===== src/rtl/modred_pkg.sv =====
// rtl/modred_pkg.sv - shared types and constants for the modular reducer
// Purpose: state encoding and default width shared by modular_reducer,
//          its interface and the cond_sub datapath.
// Ports:   none (package).
package modred_pkg;

  localparam int WIDTH_DEFAULT = 256;

  typedef enum logic [1:0] {
    IDLE   = 2'd0,
    REDUCE = 2'd1,
    DONE   = 2'd2
  } state_e;

  // Plain-vector copies of the state codes for the FSM register.
  localparam logic [1:0] S_IDLE   = IDLE;
  localparam logic [1:0] S_REDUCE = REDUCE;
  localparam logic [1:0] S_DONE   = DONE;

endpackage


===== src/rtl/modular_reducer_if.sv =====
// rtl/modular_reducer_if.sv - operand/result bundle of the modular reducer
// Purpose: groups the request operands and the result/status signals.
// Ports:   product_in, modulus_in, valid_in   (master -> slave)
//          result_out, valid_out, busy_out, err_out, quot_out (slave -> master)
//          quot_out exists only when MODRED_QUOTIENT_EN is defined.
interface modular_reducer_if #(
  parameter int WIDTH = modred_pkg::WIDTH_DEFAULT
);

  logic [2*WIDTH-1:0] product_in;
  logic [WIDTH-1:0]   modulus_in;
  logic               valid_in;
  logic [WIDTH-1:0]   result_out;
  logic               valid_out;
  logic               busy_out;
  logic               err_out;

`ifdef MODRED_QUOTIENT_EN
  logic [2*WIDTH-1:0] quot_out;

  modport master (
    output product_in, modulus_in, valid_in,
    input  result_out, valid_out, busy_out, err_out, quot_out
  );

  modport slave (
    input  product_in, modulus_in, valid_in,
    output result_out, valid_out, busy_out, err_out, quot_out
  );
`else
  modport master (
    output product_in, modulus_in, valid_in,
    input  result_out, valid_out, busy_out, err_out
  );

  modport slave (
    input  product_in, modulus_in, valid_in,
    output result_out, valid_out, busy_out, err_out
  );
`endif

endinterface


===== src/rtl/modular_reducer_cond_sub.sv =====
// rtl/modular_reducer_cond_sub.sv - one restoring-division compare/subtract step
// Purpose: combinational (W+1)-bit compare of t against n, subtracting n
//          when t >= n.
// Ports:   t      in  W+1  partial remainder with next dividend bit appended
//          n      in  W    modulus
//          r_next out W    t-n if ge else t (always fits in W bits)
//          ge     out 1    t >= n
module cond_sub #(
  parameter int WIDTH = modred_pkg::WIDTH_DEFAULT
) (
  input  logic [WIDTH:0]   t,
  input  logic [WIDTH-1:0] n,
  output logic [WIDTH-1:0] r_next,
  output logic             ge
);

  logic [WIDTH:0] n_ext;

  assign n_ext = {1'b0, n};
  assign ge    = (t >= n_ext);
  // r < n before the step, so t < 2n and t - n < n fits in W bits.
  assign r_next = ge ? WIDTH'(t - n_ext) : t[WIDTH-1:0];

endmodule


===== src/rtl/modular_reducer.sv =====
// rtl/modular_reducer.sv - bit-serial restoring reducer r = p mod n
// Purpose: reduces a 2W-bit product modulo a W-bit modulus, one dividend bit
//          per cycle, MSB first. Operands are latched on accept.
//          Optional macro MODRED_QUOTIENT_EN adds the quotient register and
//          quot_out.
// Ports:   clk_in  in  system clock
//          rst_in  in  synchronous active-high reset
//          bus     modular_reducer_if.slave (operands, result, status)
module modular_reducer
  import modred_pkg::*;
#(
  parameter int WIDTH = WIDTH_DEFAULT
) (
  input  logic               clk_in,
  input  logic               rst_in,
  modular_reducer_if.slave   bus
);

  localparam int              IW       = $clog2(2*WIDTH);
  localparam logic [IW-1:0]   IDX_LAST = IW'(2*WIDTH-1);

  logic [1:0]         state;
  logic [2*WIDTH-1:0] p_reg;
  logic [WIDTH-1:0]   n_reg;
  logic [WIDTH-1:0]   r_reg;
  logic [IW-1:0]      idx;

  logic [WIDTH:0]     t;
  logic [WIDTH-1:0]   r_next;
  logic               ge;

  // p_reg shifts left each step, so its MSB is always dividend bit idx.
  assign t = {r_reg, p_reg[2*WIDTH-1]};

  cond_sub #(.WIDTH(WIDTH)) u_cond_sub (
    .t      (t),
    .n      (n_reg),
    .r_next (r_next),
    .ge     (ge)
  );

`ifdef MODRED_QUOTIENT_EN
  logic [2*WIDTH-1:0] q_reg;
  logic [2*WIDTH-1:0] q_next;

  assign q_next = (q_reg << 1) | {{(2*WIDTH-1){1'b0}}, ge};
`endif

  always_ff @(posedge clk_in) begin
    if (rst_in) begin
      state          <= S_IDLE;
      p_reg          <= '0;
      n_reg          <= '0;
      r_reg          <= '0;
      idx            <= '0;
      bus.result_out <= '0;
      bus.valid_out  <= 1'b0;
      bus.busy_out   <= 1'b0;
      bus.err_out    <= 1'b0;
`ifdef MODRED_QUOTIENT_EN
      q_reg          <= '0;
      bus.quot_out   <= '0;
`endif
    end else begin
      case (state)
        S_IDLE: begin
          if (bus.valid_in) begin
            bus.busy_out <= 1'b1;
            if (bus.modulus_in != '0) begin
              p_reg       <= bus.product_in;
              n_reg       <= bus.modulus_in;
              r_reg       <= '0;
              idx         <= IDX_LAST;
              bus.err_out <= 1'b0;
`ifdef MODRED_QUOTIENT_EN
              q_reg       <= '0;
`endif
              state       <= S_REDUCE;
            end else begin
              // Zero modulus: report an error immediately, no reduction.
              bus.result_out <= '0;
              bus.err_out    <= 1'b1;
              bus.valid_out  <= 1'b1;
`ifdef MODRED_QUOTIENT_EN
              bus.quot_out   <= '0;
`endif
              state          <= S_DONE;
            end
          end
        end
        S_REDUCE: begin
          r_reg <= r_next;
          p_reg <= p_reg << 1;
`ifdef MODRED_QUOTIENT_EN
          q_reg <= q_next;
`endif
          if (idx == '0) begin
            bus.result_out <= r_next;
            bus.valid_out  <= 1'b1;
`ifdef MODRED_QUOTIENT_EN
            bus.quot_out   <= q_next;
`endif
            state          <= S_DONE;
          end else begin
            idx <= idx - 1'b1;
          end
        end
        S_DONE: begin
          bus.valid_out <= 1'b0;
          bus.busy_out  <= 1'b0;
          state         <= S_IDLE;
        end
        default: begin
          bus.valid_out <= 1'b0;
          bus.busy_out  <= 1'b0;
          state         <= S_IDLE;
        end
      endcase
    end
  end

endmodule


===== src/flat_wrapper.sv =====
// flat-port wrapper written by rule: the top's interface ports become plain ports
module modular_reducer_flat import modred_pkg::*;
#(
  parameter int WIDTH = WIDTH_DEFAULT
)
  (clk_in, rst_in, bus_product_in, bus_modulus_in, bus_valid_in, bus_result_out, bus_valid_out, bus_busy_out, bus_err_out);
  modular_reducer_if #(.WIDTH(WIDTH)) bus_i ();
  input  logic clk_in;
  input  logic rst_in;
  input wire logic [$bits(bus_i.product_in)-1:0] bus_product_in;
  input wire logic [$bits(bus_i.modulus_in)-1:0] bus_modulus_in;
  input wire logic [$bits(bus_i.valid_in)-1:0] bus_valid_in;
  output wire logic [$bits(bus_i.result_out)-1:0] bus_result_out;
  output wire logic [$bits(bus_i.valid_out)-1:0] bus_valid_out;
  output wire logic [$bits(bus_i.busy_out)-1:0] bus_busy_out;
  output wire logic [$bits(bus_i.err_out)-1:0] bus_err_out;
  assign bus_i.product_in = bus_product_in;
  assign bus_i.modulus_in = bus_modulus_in;
  assign bus_i.valid_in = bus_valid_in;
  assign bus_result_out = bus_i.result_out;
  assign bus_valid_out = bus_i.valid_out;
  assign bus_busy_out = bus_i.busy_out;
  assign bus_err_out = bus_i.err_out;
  modular_reducer #(.WIDTH(WIDTH)) u_core (.clk_in(clk_in), .rst_in(rst_in), .bus(bus_i));
endmodule

===== config.mk =====
export PLATFORM = sky130hd
export DESIGN_NAME = modular_reducer_flat
export DESIGN_NICKNAME = d
export VERILOG_FILES = /design/src/rtl/modred_pkg.sv /design/src/rtl/modular_reducer_if.sv /design/src/rtl/modular_reducer_cond_sub.sv /design/src/rtl/modular_reducer.sv /design/src/flat_wrapper.sv
export SDC_FILE = /design/constraint.sdc
export NUM_CORES = 2
export LEC_CHECK = 0
export CAP_MARGIN = 30
export CORE_AREA = 2 2 405 407
export CTS_BUF_LIST = sky130_fd_sc_hd__clkbuf_16
export CTS_CLUSTER_DIAMETER = 150
export DETAILED_ROUTE_END_ITERATION = 12
export DIE_AREA = 0 0 407 409
export MAX_ROUTING_LAYER = met4
export PLACE_DENSITY = 0.69
export SYNTH_ARGS = -nofsm -noshare
export SYNTH_HDL_FRONTEND = slang
export SYNTH_SLANG_ARGS = --single-unit
export TNS_END_PERCENT = 50

===== constraint.sdc =====
create_clock -name clk_in -period 4.7 [get_ports clk_in]
set_input_delay 0.47 -clock clk_in [delete_from_list [all_inputs] [get_ports clk_in]]
set_output_delay 0.47 -clock clk_in [all_outputs]
set_load 0.03 [all_outputs]

==> reports/metrics.csv <==
metric,value,unit
GR Overflow Total,0,
Max Freq,0.213,GHz
drt first pass iters,9,
core area,162000,µm²
antenna violations before repair,85,
Die Area,166000,µm²
Setup CP Type,flip-flop to flip-flop,
Area Overhead vs Synth,35.0,%
RSZ-0062 raised after global routing,true,
Die X,407,µm
Filler cells,14800,
number of nets in the layout,12400,
critical path launch point type,flip-flop,
Max Root-Sink Buffers,3,
DR iter-0 viols,9854,
max-cap viol count,0,
Synth cell types,91,
Crit path arrival time,5430,ps
worst-path fanout max,5,
outcome,finished with violations,
"Seq/Total Area, Yosys",0.363,
Die Y,409,µm
largest net degree at the start of global routing,247,
Clock Latency Late Sink,830,ps
final wirelength,360,mm
routability cong.,1.04,
CTS tree,built,
Synth area leaders,"dfxtp_1 36%, nand2_1 12%, a21oi_1 7.3%",
Post-Route Skew,43.7,ps
min Tclk post-route,4700,ps
floorplan row count,148,
multi-input logic area,42400,µm²
failing checks,setup timing,
Port Buffer Count,1029,
Inst Count DP,13400,
"Hold-fix buffers, CTS",0,
# DRC,0,
final hold slack,48.9,ps
CTS sink count,1294,
#FFs+latches synth,1294,
Synth Flop Type,dfxtp_1,
vias per inst,5.99,
number of flip-flops in the largest register,512,
Root Buffer,clkbuf_16,
Slew headroom,0.206,
"Slew Viols, Final",0,
Vias,82500,
Worst IR Drop VDD,0.679,mV
count of flip-flops with a built-in enable after synthesis,0,
Hold Crit Depth,2,
DR WL/cell,26.1,µm
HPWL after detailed placement,284,mm
CP Capture Type,flip-flop,
first-pass GRT wire length,510,mm
Synth Cell Area,71400,µm²
met3 WL,34.8,mm
worst hold path class,input port to flip-flop,
Reg2Reg Depth,19,
Worst-Margin Slew,1190,ps
yosys synthesis warning count,0,
final core utilization,0.595,
number of global-route vias before repair,77500,
Seq. cell area,25900,µm²
"commonest non-fill, non-tap cell in the layout",nand2_1,
Layout Cells excl Fill,13800,
Worst Path Required,5430,ps
ys async rst share,0,
Top Layer Used,met4,
wl on met1,146,mm
clock-pin slew on the worst setup and hold paths,60,ps
num ports,1030,
met2 routed WL,160,mm
"area leader, netlist",dfxtp_1,
layout cell share with drive strength beyond 1,0.124,
Tot Pwr,91.6,mW
PnR worst setup slack,-0.799,ps
Mapped Avg Cell Area,7.17,µm²
most frequent cells in the layout,"2347 x nand2_1, 1293 x dfxtp_1, 1164 x nor2_1",
Initial Util,0.441,
"Hold Violations, Final",0,
P_leak,38.9,nW
gr usage total,0.421,
cells after synthesis,9959,
CTS Buf Count,143,
top cell type's share of synthesized area,0.363,
final worst-path cycle share,1.00,
H-tree levels,4,
# setup viols final,1,
Routed Antenna Nets,0,
syn_nets,11000,
pwr/cell area,950,nW/µm²
==> cells by family after synthesis <==
| kind of cell | share of synthesized area |
|---|---|
| multiplexers | 0.00541 |
| adder cells (fa/ha/maj) | 0.0453 |
| AND/OR/NAND/NOR | 0.239 |
| AO/OA/AOI/OAI | 0.258 |
| buffers and inverters | 0.0594 |
| flip-flops | 0.363 |
| XOR/XNOR | 0.0309 |
==> final timing paths <==
path | startpoint | to | slack, ps
hold / removal | rst_in | u_core.bus.result_out[179] | 50
setup reg to reg | u_core.n_reg[102] | u_core.bus.result_out[216] | -0.8
setup / recovery | u_core.n_reg[102] | u_core.bus.result_out[216] | -0.8
hold reg to reg | u_core.bus.result_out[88] | u_core.bus.result_out[88] | 450
==> per-layer routing <==
layer / global-route usage / vias to the layer above
met1: 0.527 / 39600
li1: - / 37900
met5: - / -
met2: 0.636 / 4120
met3: 0.0949 / 842
met4: 0.208 / 0
==> worst max-delay path, cell delays in order (launching register included) <==
cell and delay (ps):
dfxtp_1 340, inv_1 200, ha_4 370, buf_4 110, nand4_1 210, or3_4 480
nor4_2 140, buf_4 200, nand4_1 180, a31oi_4 310, nor4_4 50, buf_4 190
o41ai_4 400, buf_4 190, a21o_4 160, a21oi_1 90, xnor2_1 300, mux2i_1 180
or3_1 350, a21oi_2 140
==> power by group <==
part | switching (mW) | internal, mW
Clock | 5.08 | 6.53
Sequential | 1.57 | 12.8
Combinational | 40.3 | 25.4
==> repair_timing <==
| action | 4_1_cts | 5_1_grt |
|---|---|---|
| pin swaps | 7 | 33 |
| setup buffers | 2 | 25 |
| cloned | 0 | 6 |
| resized for setup | 64 | 144 |
| endpoints found under the setup margin | 151 | 388 |
==> cells in the mapped netlist, types with 115 or more instances <==
master and instances:
inv_1 347, nand2_1 2351, nor2_1 1179, nor4_1 115, a21oi_1 1039, a311oi_1 530
nand4_1 204, o21ai_0 546, clkbuf_1 677, xnor2_1 151, ha_1 257, dfxtp_1 1294
==> area by class of cell <==
class,instances,share of cell area
repair buffers,2064,0.199
inverters,348,0.0135
clock buffers,146,0.0379
flip-flops and latches,1294,0.269
multi-input cells,7565,0.440
diodes,78,0.00202
well taps,2175,0.0282
clock inverters,110,0.0112
==> metrics by stage <==
step | area (µm²) | setup slack, ps | TNS [ps]
6_report | 96500 | -0.799 | -0.799
5_1_grt | 96500 | -61.2 | -225
4_1_cts | 95300 | 6.68 | 0
3_5_place_dp | 90200 | -591 | -25190
3_3_place_gp | 90100 | -670 | -34460
2_1_floorplan | 71400 | 860 | 0
Power figures use the tool's default switching activity.
